--- config.mk ---
export PLATFORM = sky130hd
export DESIGN_NAME = nibble_serial_adder_seq
export DESIGN_NICKNAME = d
export VERILOG_FILES = /design/src/rtl/nibble_serial_adder_seq.sv
export SDC_FILE = /design/constraint.sdc
export NUM_CORES = 1
export LEC_CHECK = 0
export ABC_CLOCK_PERIOD_IN_PS = 2000
export BUFFER_PORTS_ARGS = -buffer_cell sky130_fd_sc_hd__buf_2
export CAP_MARGIN = 20
export CORE_MARGIN = 4
export CORE_UTILIZATION = 30
export DETAILED_ROUTE_END_ITERATION = 16
export GPL_TIMING_DRIVEN = 0
export SYNTH_ARGS = -nofsm -noshare
export SYNTH_HDL_FRONTEND = slang
export SYNTH_SLANG_ARGS = --single-unit
--- constraint.sdc ---
create_clock -name clk -period 2 [get_ports clk]
set_input_delay 0.4 -clock clk [delete_from_list [all_inputs] [get_ports clk]]
set_output_delay 0.4 -clock clk [all_outputs]
set_load 0.05 [all_outputs]
--- src/rtl/nibble_serial_adder_seq.sv ---
// -----------------------------------------------------------------------------
// nibble_serial_adder_seq
//
// Performs a WIDTH-bit addition four bits per cycle through an external 4-bit
// carry-lookahead adder slice. The block drives the slice inputs and takes the
// 5-bit slice result back in the same cycle. The slice carry is carried from
// one nibble to the next in a register.
//
// Operands are accepted with a valid/ready handshake. The result is returned
// with a valid/ready handshake. One operation is in flight at a time. An
// operation moves through IDLE (accept), RUN (one slice pass per nibble) and
// DONE (result held until taken).
//
// Optional feature: when NIBBLE_SERIAL_ADDER_SUB_EN is defined, the block has
// an extra op_sub input. When op_sub is 1, the block computes op_a - op_b.
// cout_out = 1 means no borrow.
//
// Parameters:
//   WIDTH      operand/result width; a multiple of 4, >= 4
//
// Ports:
//   clk        clock, rising edge
//   rst_n      synchronous active-low reset
//   in_valid   operand pair valid          in_ready   block can accept
//   op_a/op_b  addends                      op_cin     carry into nibble 0
//   op_sub     subtract select (optional build only)
//   out_valid  result valid                 out_ready  consumer takes result
//   sum_out    result                       cout_out   carry out of top nibble
//   add_a/add_b/add_cin  nibble operands to the adder slice (0 outside RUN)
//   add_sum    slice result: [3:0] sum, [4] carry out
// -----------------------------------------------------------------------------
module nibble_serial_adder_seq #(
  parameter int WIDTH = 16
) (
  input  logic             clk,
  input  logic             rst_n,
  input  logic             in_valid,
  output logic             in_ready,
  input  logic [WIDTH-1:0] op_a,
  input  logic [WIDTH-1:0] op_b,
  input  logic             op_cin,
`ifdef NIBBLE_SERIAL_ADDER_SUB_EN
  input  logic             op_sub,
`endif
  output logic             out_valid,
  input  logic             out_ready,
  output logic [WIDTH-1:0] sum_out,
  output logic             cout_out,
  output logic [3:0]       add_a,
  output logic [3:0]       add_b,
  output logic             add_cin,
  input  logic [4:0]       add_sum
);

  localparam int NIBBLES = WIDTH / 4;
  localparam int CNT_W   = (NIBBLES > 1) ? $clog2(NIBBLES) : 1;
  localparam logic [CNT_W-1:0] LAST = CNT_W'(NIBBLES - 1);

  typedef enum logic [1:0] {
    IDLE,
    RUN,
    DONE
  } state_t;

  state_t           state_q, state_d;
  logic [WIDTH-1:0] a_sh, b_sh, sum_q;
  logic             carry_q, cout_q;
  logic [CNT_W-1:0] cnt;

  logic             accept, last_pass;
  logic [WIDTH-1:0] b_load;
  logic             cin_load;

  // Operand B and the initial carry that are loaded at accept.
  // Subtraction is computed as a + ~b + 1.
`ifdef NIBBLE_SERIAL_ADDER_SUB_EN
  assign b_load   = op_sub ? ~op_b : op_b;
  assign cin_load = op_sub ? 1'b1  : op_cin;
`else
  assign b_load   = op_b;
  assign cin_load = op_cin;
`endif

  // Next-state logic and all state-derived outputs.
  always_comb begin
    // NOTE: every signal gets a default before the case, so no path leaves one
    // unassigned and no latch is inferred.
    state_d   = state_q;
    in_ready  = 1'b0;
    out_valid = 1'b0;
    add_a     = 4'h0;
    add_b     = 4'h0;
    add_cin   = 1'b0;
    accept    = 1'b0;
    last_pass = 1'b0;
    case (state_q)
      IDLE: begin
        in_ready = 1'b1;
        if (in_valid) begin
          accept  = 1'b1;
          state_d = RUN;
        end
      end
      RUN: begin
        add_a   = a_sh[3:0];
        add_b   = b_sh[3:0];
        add_cin = carry_q;
        if (cnt == LAST) begin
          last_pass = 1'b1;
          state_d   = DONE;
        end
      end
      DONE: begin
        out_valid = 1'b1;
        // DONE never asserts in_ready, so a result handshake and an operand
        // accept cannot happen on the same edge.
        if (out_ready) state_d = IDLE;
      end
      default: state_d = IDLE;
    endcase
  end

  always_ff @(posedge clk) begin
    // NOTE: registered state is written with non-blocking assignments. All
    // flops then update together at the edge, and the order of the
    // statements does not matter.
    if (!rst_n) state_q <= IDLE;
    else        state_q <= state_d;
  end

  always_ff @(posedge clk) begin
    if (!rst_n) begin
      // NOTE: the datapath registers are reset along with the FSM. sum_out
      // and cout_out must read 0 after reset. An aborted operation must not
      // leave a partial sum visible.
      a_sh    <= '0;
      b_sh    <= '0;
      sum_q   <= '0;
      carry_q <= 1'b0;
      cout_q  <= 1'b0;
      cnt     <= '0;
    end else if (accept) begin
      a_sh    <= op_a;
      b_sh    <= b_load;
      carry_q <= cin_load;
      cnt     <= '0;
    end else if (state_q == RUN) begin
      // The slice result enters at the top of the sum register. After NIBBLES
      // passes, the first nibble computed has reached bits [3:0].
      sum_q   <= (sum_q >> 4) | (WIDTH'(add_sum[3:0]) << (WIDTH - 4));
      carry_q <= add_sum[4];
      a_sh    <= a_sh >> 4;
      b_sh    <= b_sh >> 4;
      cnt     <= cnt + CNT_W'(1);
      if (last_pass) cout_q <= add_sum[4];
    end
  end

  assign sum_out  = sum_q;
  assign cout_out = cout_q;

endmodule

== After elaboration in Yosys (flattened, before gate mapping) ==
Cells that the tools add are included.
Word-level totals
  register bits: 54
  input port bits: 42
  output and inout bits: 28
  word-level logic and storage cells: 42
Cells by class
  add/sub/neg operators: 1
  eq/ne operators: 6
  multiplexer cells: 19
  bitwise operators: 3
  reduce and logical (&&, ||, !) cells: 6
Operator list (count)
  two-way mux 16 bit: 4
  bitwise OR 12 x 16 -> 16 bit: 1
  two-way mux 1 bit: 9
  two-way mux 4 bit: 2
  two-way mux 2 bit: 3
  != test 2 bit, second input constant: 3
  one-hot mux 2 bit (3 select lines): 1
  AND reduction 3 bit: 2
  == test 2 bit, second input constant: 2
  adder 2 x 1 -> 2 bit, second input constant: 1
  == test 2 x 1 -> 1 bit, second input constant: 1
  zero test 2 bit: 1
  NOT 1 bit: 2
  AND reduction 2 bit: 1
  nonzero test 2 bit: 1
  OR reduction 2 bit: 1

== Logic depth before layout (Yosys ltp) ==
Gate-level depths: netlist of the first run.
  depth in word-level cells: 4
  depth in mapped cells: 6
  gate-level depth less buffers: 4

== Least setup slack after synthesis of the first run ==
OpenSTA, ideal clock, no wires.
  path kind: reg2out
  start: reg state_q[0]
  end: out add_a[0]
  arrival: 1.328 ns
  path slack: 0.272 ns
  cell stages (with the launch flop): 5
  cell sequence: dfxtp_1 -> nor2b_1 -> buf_2 -> buf_2 -> and2_1
Between the ends
  cells in the longest elaborated chain, start to end: 2
Ends and longest elaborated chain
  start: declaration: RTL line 65  | state_t state_q, state_d;
  start signal: assignment: RTL line 128  | else state_q <= state_d;
  == test 2 x 1 -> 1 bit: RTL line 96  | case (state_q)
  two-way mux 4 bit: RTL line 96
  end: declaration: RTL line 49  | output logic [3:0] add_a,
Every way passes these cells.

== Worst setup path in the final report of the first run ==
  start: reg state_q[0]
  end: out add_b[3]
Between the ends
  cells in the longest elaborated chain, start to end: 2
Ends and longest elaborated chain
  == test 2 x 1 -> 1 bit: RTL line 96
  two-way mux 4 bit: RTL line 96
  end: declaration: RTL line 50  | output logic [3:0] add_b,
Every way passes these cells.

==> flow_metrics.env, run 1 <==
export IMPL_run_status="completed"
export IMPL_yosysTopAreaCellShare_pct=45.8
export IMPL_cp_endpoint="add_b[3]"
export IMPL_criticalPathCategory="flip-flop to output port"
export IMPL_core_area_um2=7690
export IMPL_dr_pass1_iters=4
export IMPL_cap_violations=0
export IMPL_avgSynthCellArea_um2=8.34
export IMPL_maxSlewHeadroom_pct=71.2
export IMPL_antenna_found_initial=0
export IMPL_cp_required_ns=1.60
export IMPL_port_buffers=69
export IMPL_cts_sinks=54
export IMPL_synth_seq_cells=54
export IMPL_synth_edf_count=0
export IMPL_path_delay_family="buffers and inverters"
export IMPL_cts_tree="built"
export IMPL_synth_area_leaders="dfxtp_1 (46%), nand2_1 (9.5%), a21oi_1 (8.9%)"
export IMPL_setup_tns_ns=0
export IMPL_rr_endpoint="b_sh[7]"
export IMPL_area_growth_pct=25.5
export IMPL_fin_skew_ns=0.00335
export IMPL_num_nets_final=401
export IMPL_finalWirelength_mm=6.00
export IMPL_yosysMostFrequentCell="nand2_1"
export IMPL_cp_start_kind="flip-flop"
export IMPL_fill_cells=867
export IMPL_drive_above_1_share_pct=29.2
export IMPL_clockBufferDepth=2
export IMPL_netlist_top_cells_count="nand2_1 (60), dfxtp_1 (54), a21oi_1 (42), a21boi_0 (23), o21ai_1 (14)"
export IMPL_drc_errors=0
export IMPL_clk_pin_slew_ns=0.09
export IMPL_critical_path_depth=4
export IMPL_yosys_area_top_type="dfxtp_1"
export IMPL_die_w_um=96.7
export IMPL_vias_per_cell=4.56
export IMPL_critPathSlowestCell="dfxtp_2"
export IMPL_h_tree_depth=2
export IMPL_synth_ff_type="dfxtp_1"
export IMPL_drt_iter0_markers=64
export IMPL_hold_path_class="input pin to flip-flop"
export IMPL_grt_use_total_pct=13.2
export IMPL_synth_area_um2=2360
export IMPL_io_pins=70
export IMPL_grt_max_degree=18
export IMPL_start_util_pct=30.7
export IMPL_clock_root_buffer="clkbuf_8"
export IMPL_grt_pass1_wl_mm=10.2
export IMPL_grt_pass1_vias=2096
export IMPL_synth_seq_area_share_pct=45.8
export IMPL_cp_arrival_ns=1.47
export IMPL_yosysWarningCount=0
export IMPL_die_h_um=96.7
export IMPL_holdBufCountCts=0
export IMPL_worstPathCellList="nor2b_1 > clkbuf_4 > and2_1 > buf_4"
export IMPL_place_gp_congestion=0.823
export IMPL_dp_hpwl_mm=4.60
export IMPL_final_core_util_pct=38.5
export IMPL_yosysUniqueCellTypes=29
export IMPL_rr_worst_depth=6
export IMPL_final_hold_violation_count=0
export IMPL_num_rows=32
export IMPL_instances_no_fill=461
export IMPL_overflow=0
export IMPL_avgRoutedWirePerCell_um=13.0
export IMPL_reg2reg_from="state_q[1]"
export IMPL_post_cts_buffers=0
export IMPL_rsz0062_at_grt="no"
export IMPL_final_min_clock_period_ns=1.87
export IMPL_power_density_nw_per_um2=786
export IMPL_tightest_slew_ns=0.432
export IMPL_slowest_delay_ns=0.42
export IMPL_antenna_left=0
export IMPL_synthesis_nets=326
export IMPL_cp_end_kind="output port"
export IMPL_n_antenna_cell=0
export IMPL_setup_viol=0
export IMPL_numCtsBuffers=5
export IMPL_clk_insertion_delay_late_ns=0.31
export IMPL_syn_inst=283
export IMPL_dp_cells=454
export IMPL_async_flop_share_pct=0
export IMPL_vias=2102
export IMPL_max_freq_ghz=0.536
export IMPL_slew_violations=0
export IMPL_path_max_fanout=17
export IMPL_cp_startpoint="state_q[0]"
export IMPL_vdd_drop_max_uv=271
export IMPL_r2r_setup_slack_ns=0.55
export IMPL_dieArea_um2=9350
export IMPL_period_share_pct=93.3
export IMPL_crit_buf_inv=2
export IMPL_leakagePower_nw=1.23
[worst reg2reg max path, delay by kind of cell, from the launching register on]
kind	cells	cell delay [ns]
AO/OA/AOI/OAI	2	0.21
buffers and inverters	3	0.43
flip-flops	1	0.32
AND/OR/NAND/NOR	1	0.39
[sequential cells by signal (all words and copies together) (netlist names)]
| register | cells |
|---|---|
| a_sh | 16 |
| b_sh | 16 |
| sum_out | 16 |
| cnt | 2 |
| state_q | 2 |
| carry_q | 1 |
| cout_out | 1 |
[metrics by stage]
stage          setup slack, ns  hold slack [ns]  power (mW)  instance area [um^2]
2_1_floorplan            0.272            0.429        1.49                  2360
3_3_place_gp             0.158            0.443        1.62                  2830
3_5_place_dp             0.129            0.447        1.62                  2830
4_1_cts                 0.0580            0.314        2.35                  2960
5_1_grt                0.00600            0.316        2.45                  2960
6_report                 0.134            0.321        2.33                  2960
[power by group]
| group | total, mW | internal (mW) | switching [mW] |
|---|---|---|---|
| clock | 0.728 | 0.375 | 0.353 |
| combinational | 0.416 | 0.169 | 0.247 |
| sequential | 1.18 | 1.14 | 0.0386 |
| total | 2.33 | 1.69 | 0.639 |
[worst min path at each step]
stage                     cells after the start  slack, ns        to     start
after detailed placement                      2       0.45  a_sh[11]  a_sh[11]
after floorplan                               2       0.43   b_sh[5]   b_sh[9]
final                                         3       0.32  a_sh[14]  op_a[14]
after global placement                        2       0.44    cnt[1]    cnt[1]
after CTS                                     3       0.31  a_sh[14]  op_a[14]
after global routing                          3       0.32  a_sh[12]  op_a[12]
[metal layers]
metal  up-vias  wire length, um  global-route usage [%]
met5         -                0                       0
met4         0               90                    4.54
met3         6              259                    3.39
met2        47             2780                    21.4
met1       943             2870                    17.0
li1       1106                -                       -
[final cells by class]
type                       count  area (um^2)  area share, %
multi-input combinational    203         1120           37.8
inverter                       1         3.75          0.127
buffer                        24          154           5.20
sequential                    54         1080           36.6
clock inverter                 1         30.0           1.01
clock buffer                   7         76.3           2.58
timing repair buffer          69          368           12.4
tap                          102          128           4.31
[cells in the final DEF, fill, tap and decap left out, types with 2 or more instances in the layout]
master / count
buf_2: 69
nand2_1: 60
dfxtp_1: 53
a21oi_1: 42
a21boi_0: 23
o21ai_1: 14
buf_4: 12
nor2_1: 11
nor2b_1: 10
and2_1: 10
nand3_1: 9
clkbuf_1: 8
o221a_2: 8
clkbuf_8: 5
a21boi_1: 3
buf_6: 2
nand2b_1: 2
buf_8: 2
o21ai_2: 2
[logic make-up (layout without fill, tap and decap cells)]
kind of cell | after synthesis | count (layout) | share of synthesized area [%]
AO/OA/AOI/OAI | 94 | 94 | 25.4
XOR/XNOR | 1 | 1 | 0.371
flip-flops | 54 | 54 | 45.8
AND/OR/NAND/NOR | 107 | 107 | 21.1
adder cells (fa/ha/maj) | 1 | 1 | 0.530
buffers and inverters | 26 | 102 | 6.79
[timing repair]
action | in CTS | in global routing
resized for setup | 10 | 1
setup endpoints to repair | 9 | 9
gates cloned | 0 | 0
No activity file was read; power rests on OpenSTA's default activity.
==> run 2: changes to the inputs <==
Settings changed: ABC_CLOCK_PERIOD_IN_PS 2000 to 2400, SETUP_SLACK_MARGIN set to 0.5.
Clock period 2 ns to 2.4 ns, I/O delays scaled along.
==> run 2 against run 1 <==
- power fell by 16%
- sequential share of layout area decreased by 0.98 points
- final cell count rose by 0.65%
- critical path depth grew 2
- combinational power is 12% lower
- die area unchanged
- wire length increased by 1.3%
- highest routed layer unchanged
==> flow_metrics.env, run 2 (same netlist as run 1, synthesis figures left out) <==
export IMPL_run_status="completed"
export IMPL_clk_pin_slew_ns=0.09
export IMPL_cts_tree="built"
export IMPL_final_area_um2=3050
export IMPL_drt_iter0_markers=69
export IMPL_place_area_um2=2830
export IMPL_pre_cts_ws_ns=0.449
export IMPL_multi_input_area_um2=1130
export IMPL_final_cell_mix="buf_2 (69), nand2_1 (60), dfxtp_1 (53), a21oi_1 (42), a21boi_0 (23)"
export IMPL_vdd_drop_max_uv=227
export IMPL_clockBufferDepth=2
export IMPL_final_min_clock_period_ns=1.88
export IMPL_sequentialPowerShare_pct=50.3
export IMPL_layout_setup_ws_ns=0.524
export IMPL_drc_errors=0
export IMPL_die_w_um=96.7
export IMPL_tightest_slew_ns=0.441
export IMPL_max_freq_ghz=0.533
export IMPL_crit_buf_inv=4
export IMPL_start_util_pct=30.7
export IMPL_h_tree_depth=2
export IMPL_worstHoldStart="op_a[14]"
export IMPL_final_hold_violation_count=0
export IMPL_dp_hpwl_mm=4.60
export IMPL_die_h_um=96.7
export IMPL_worst_path_most_repeated_cell="buf_6"
export IMPL_n_antenna_cell=0
export IMPL_cp_end_kind="output port"
export IMPL_slowest_delay_ns=0.32
export IMPL_path_delay_family="buffers and inverters"
export IMPL_switchingPower_mw=0.535
export IMPL_io_pins=70
export IMPL_seqCellArea_um2=1080
export IMPL_core_area_um2=7690
export IMPL_hold_path_cell_count=3
export IMPL_clkPwrFrac_pct=30.9
export IMPL_dieArea_um2=9350
export IMPL_avgRoutedWirePerCell_um=13.1
export IMPL_maxSlewHeadroom_pct=70.6
export IMPL_port_buffers=69
export IMPL_vias_per_cell=4.57
export IMPL_antenna_left=0
export IMPL_power_density_nw_per_um2=642
export IMPL_setup_tns_ns=0
export IMPL_criticalPathCategory="flip-flop to output port"
export IMPL_hold_path_class="input pin to flip-flop"
export IMPL_clk_insertion_delay_late_ns=0.31
export IMPL_rr_endpoint="b_sh[7]"
export IMPL_grt_pass1_vias=2102
export IMPL_r2r_setup_slack_ns=0.94
export IMPL_grt_use_total_pct=13.3
export IMPL_finalWirelength_mm=6.08
export IMPL_period_share_pct=78.2
export IMPL_dr_pass1_iters=4
export IMPL_min_to="a_sh[14]"
export IMPL_dp_cells=454
export IMPL_numCtsBuffers=5
export IMPL_p_int_mw=1.42
export IMPL_clock_root_buffer="clkbuf_8"
export IMPL_combPwrFrac_pct=18.8
export IMPL_holdBufCountCts=0
export IMPL_leakagePower_nw=1.27
export IMPL_cap_violations=0
export IMPL_overflow=0
export IMPL_instances_no_fill=464
export IMPL_critical_path_depth=6
export IMPL_cts_sinks=54
export IMPL_fill_cells=865
export IMPL_rsz0062_at_grt="yes"
export IMPL_drive_above_1_share_pct=31.2
export IMPL_cp_required_ns=1.92
export IMPL_path_max_fanout=10
export IMPL_antenna_found_initial=0
export IMPL_fin_skew_ns=0.00490
export IMPL_cp_arrival_ns=1.40
export IMPL_reg2reg_from="state_q[1]"
export IMPL_grt_pass1_wl_mm=10.2
export IMPL_setup_viol=0
export IMPL_netSwitchingFraction_pct=27.3
export IMPL_worstPathCellList="buf_6 > nor2b_1 > buf_4 > buf_8 > and2_1 > buf_6"
export IMPL_vias=2121
export IMPL_num_nets_final=404
export IMPL_rr_worst_depth=6
export IMPL_place_gp_congestion=0.823
export IMPL_cp_start_kind="flip-flop"
export IMPL_final_common_cell="buf_2"
export IMPL_area_growth_pct=29.2
export IMPL_grt_max_degree=16
export IMPL_num_rows=32
export IMPL_critPathSlowestCell="dfxtp_1"
export IMPL_slew_violations=0
## run 2: changes by cell type in the layout (fill, tap and decap cells not counted), sizes merged
cell    delta
clkbuf     -1
buf        +4
## run 2: cell type report
cell class / instances / area share [%]
multi-input combinational: 203 / 37.0
clock buffer: 7 / 2.50
buffer: 25 / 5.58
clock inverter: 1 / 0.985
sequential: 54 / 35.6
timing repair buffer: 71 / 14.0
tap: 102 / 4.19
inverter: 1 / 0.123
## run 2: worst max-delay path by stage
stage | startpoint | endpoint | slack [ns]
6_report | state_q[1] | add_a[3] | 0.52
5_1_grt | state_q[1] | add_a[3] | 0.45
4_1_cts | state_q[1] | add_b[3] | 0.50
3_5_place_dp | state_q[0] | add_b[3] | 0.45
3_3_place_gp | state_q[0] | add_b[1] | 0.48
2_1_floorplan | state_q[0] | add_a[0] | 0.59
## run 2: what timing repair did
action	4_1_cts	5_1_grt
endpoints found under the hold margin	0	0
pin swaps	0	0
buffers inserted	1	1
setup endpoints to repair	10	9
gates resized for setup	24	8
## run 2: through the flow
stage	utilization [%]	total power, mW	hold slack, ns
6_report	39.7	1.96	0.402
3_3_place_gp	36.8	1.35	0.443
3_5_place_dp	36.8	1.35	0.447
5_1_grt	39.7	2.06	0.396
2_1_floorplan	-	1.24	0.429
4_1_cts	39.2	1.97	0.394
## run 2: power by group through the flow
stage               registers [mW]  logic (mW)  clock network, mW
finish                       0.985       0.367              0.605
detailed placement            1.01       0.346                  0
CTS                          0.986       0.362              0.618
global route                 0.995       0.405              0.660
floorplan                     1.02       0.225                  0
global placement              1.00       0.342                  0
## run 2: routing by layer
layer | global-route usage [%] | share of wire [%]
met2 | 21.6 | 47
met5 | 0 | 0
met4 | 4.54 | 1.4
met1 | 17.2 | 47
met3 | 3.10 | 4.2
## run 2: worst register-to-register path: stages (launching register included)
cell     delay [ns]
dfxtp_1        0.32
buf_6          0.13
or3b_1         0.39
buf_6          0.16
buf_8          0.14
o21ai_1        0.16
a21oi_1        0.06
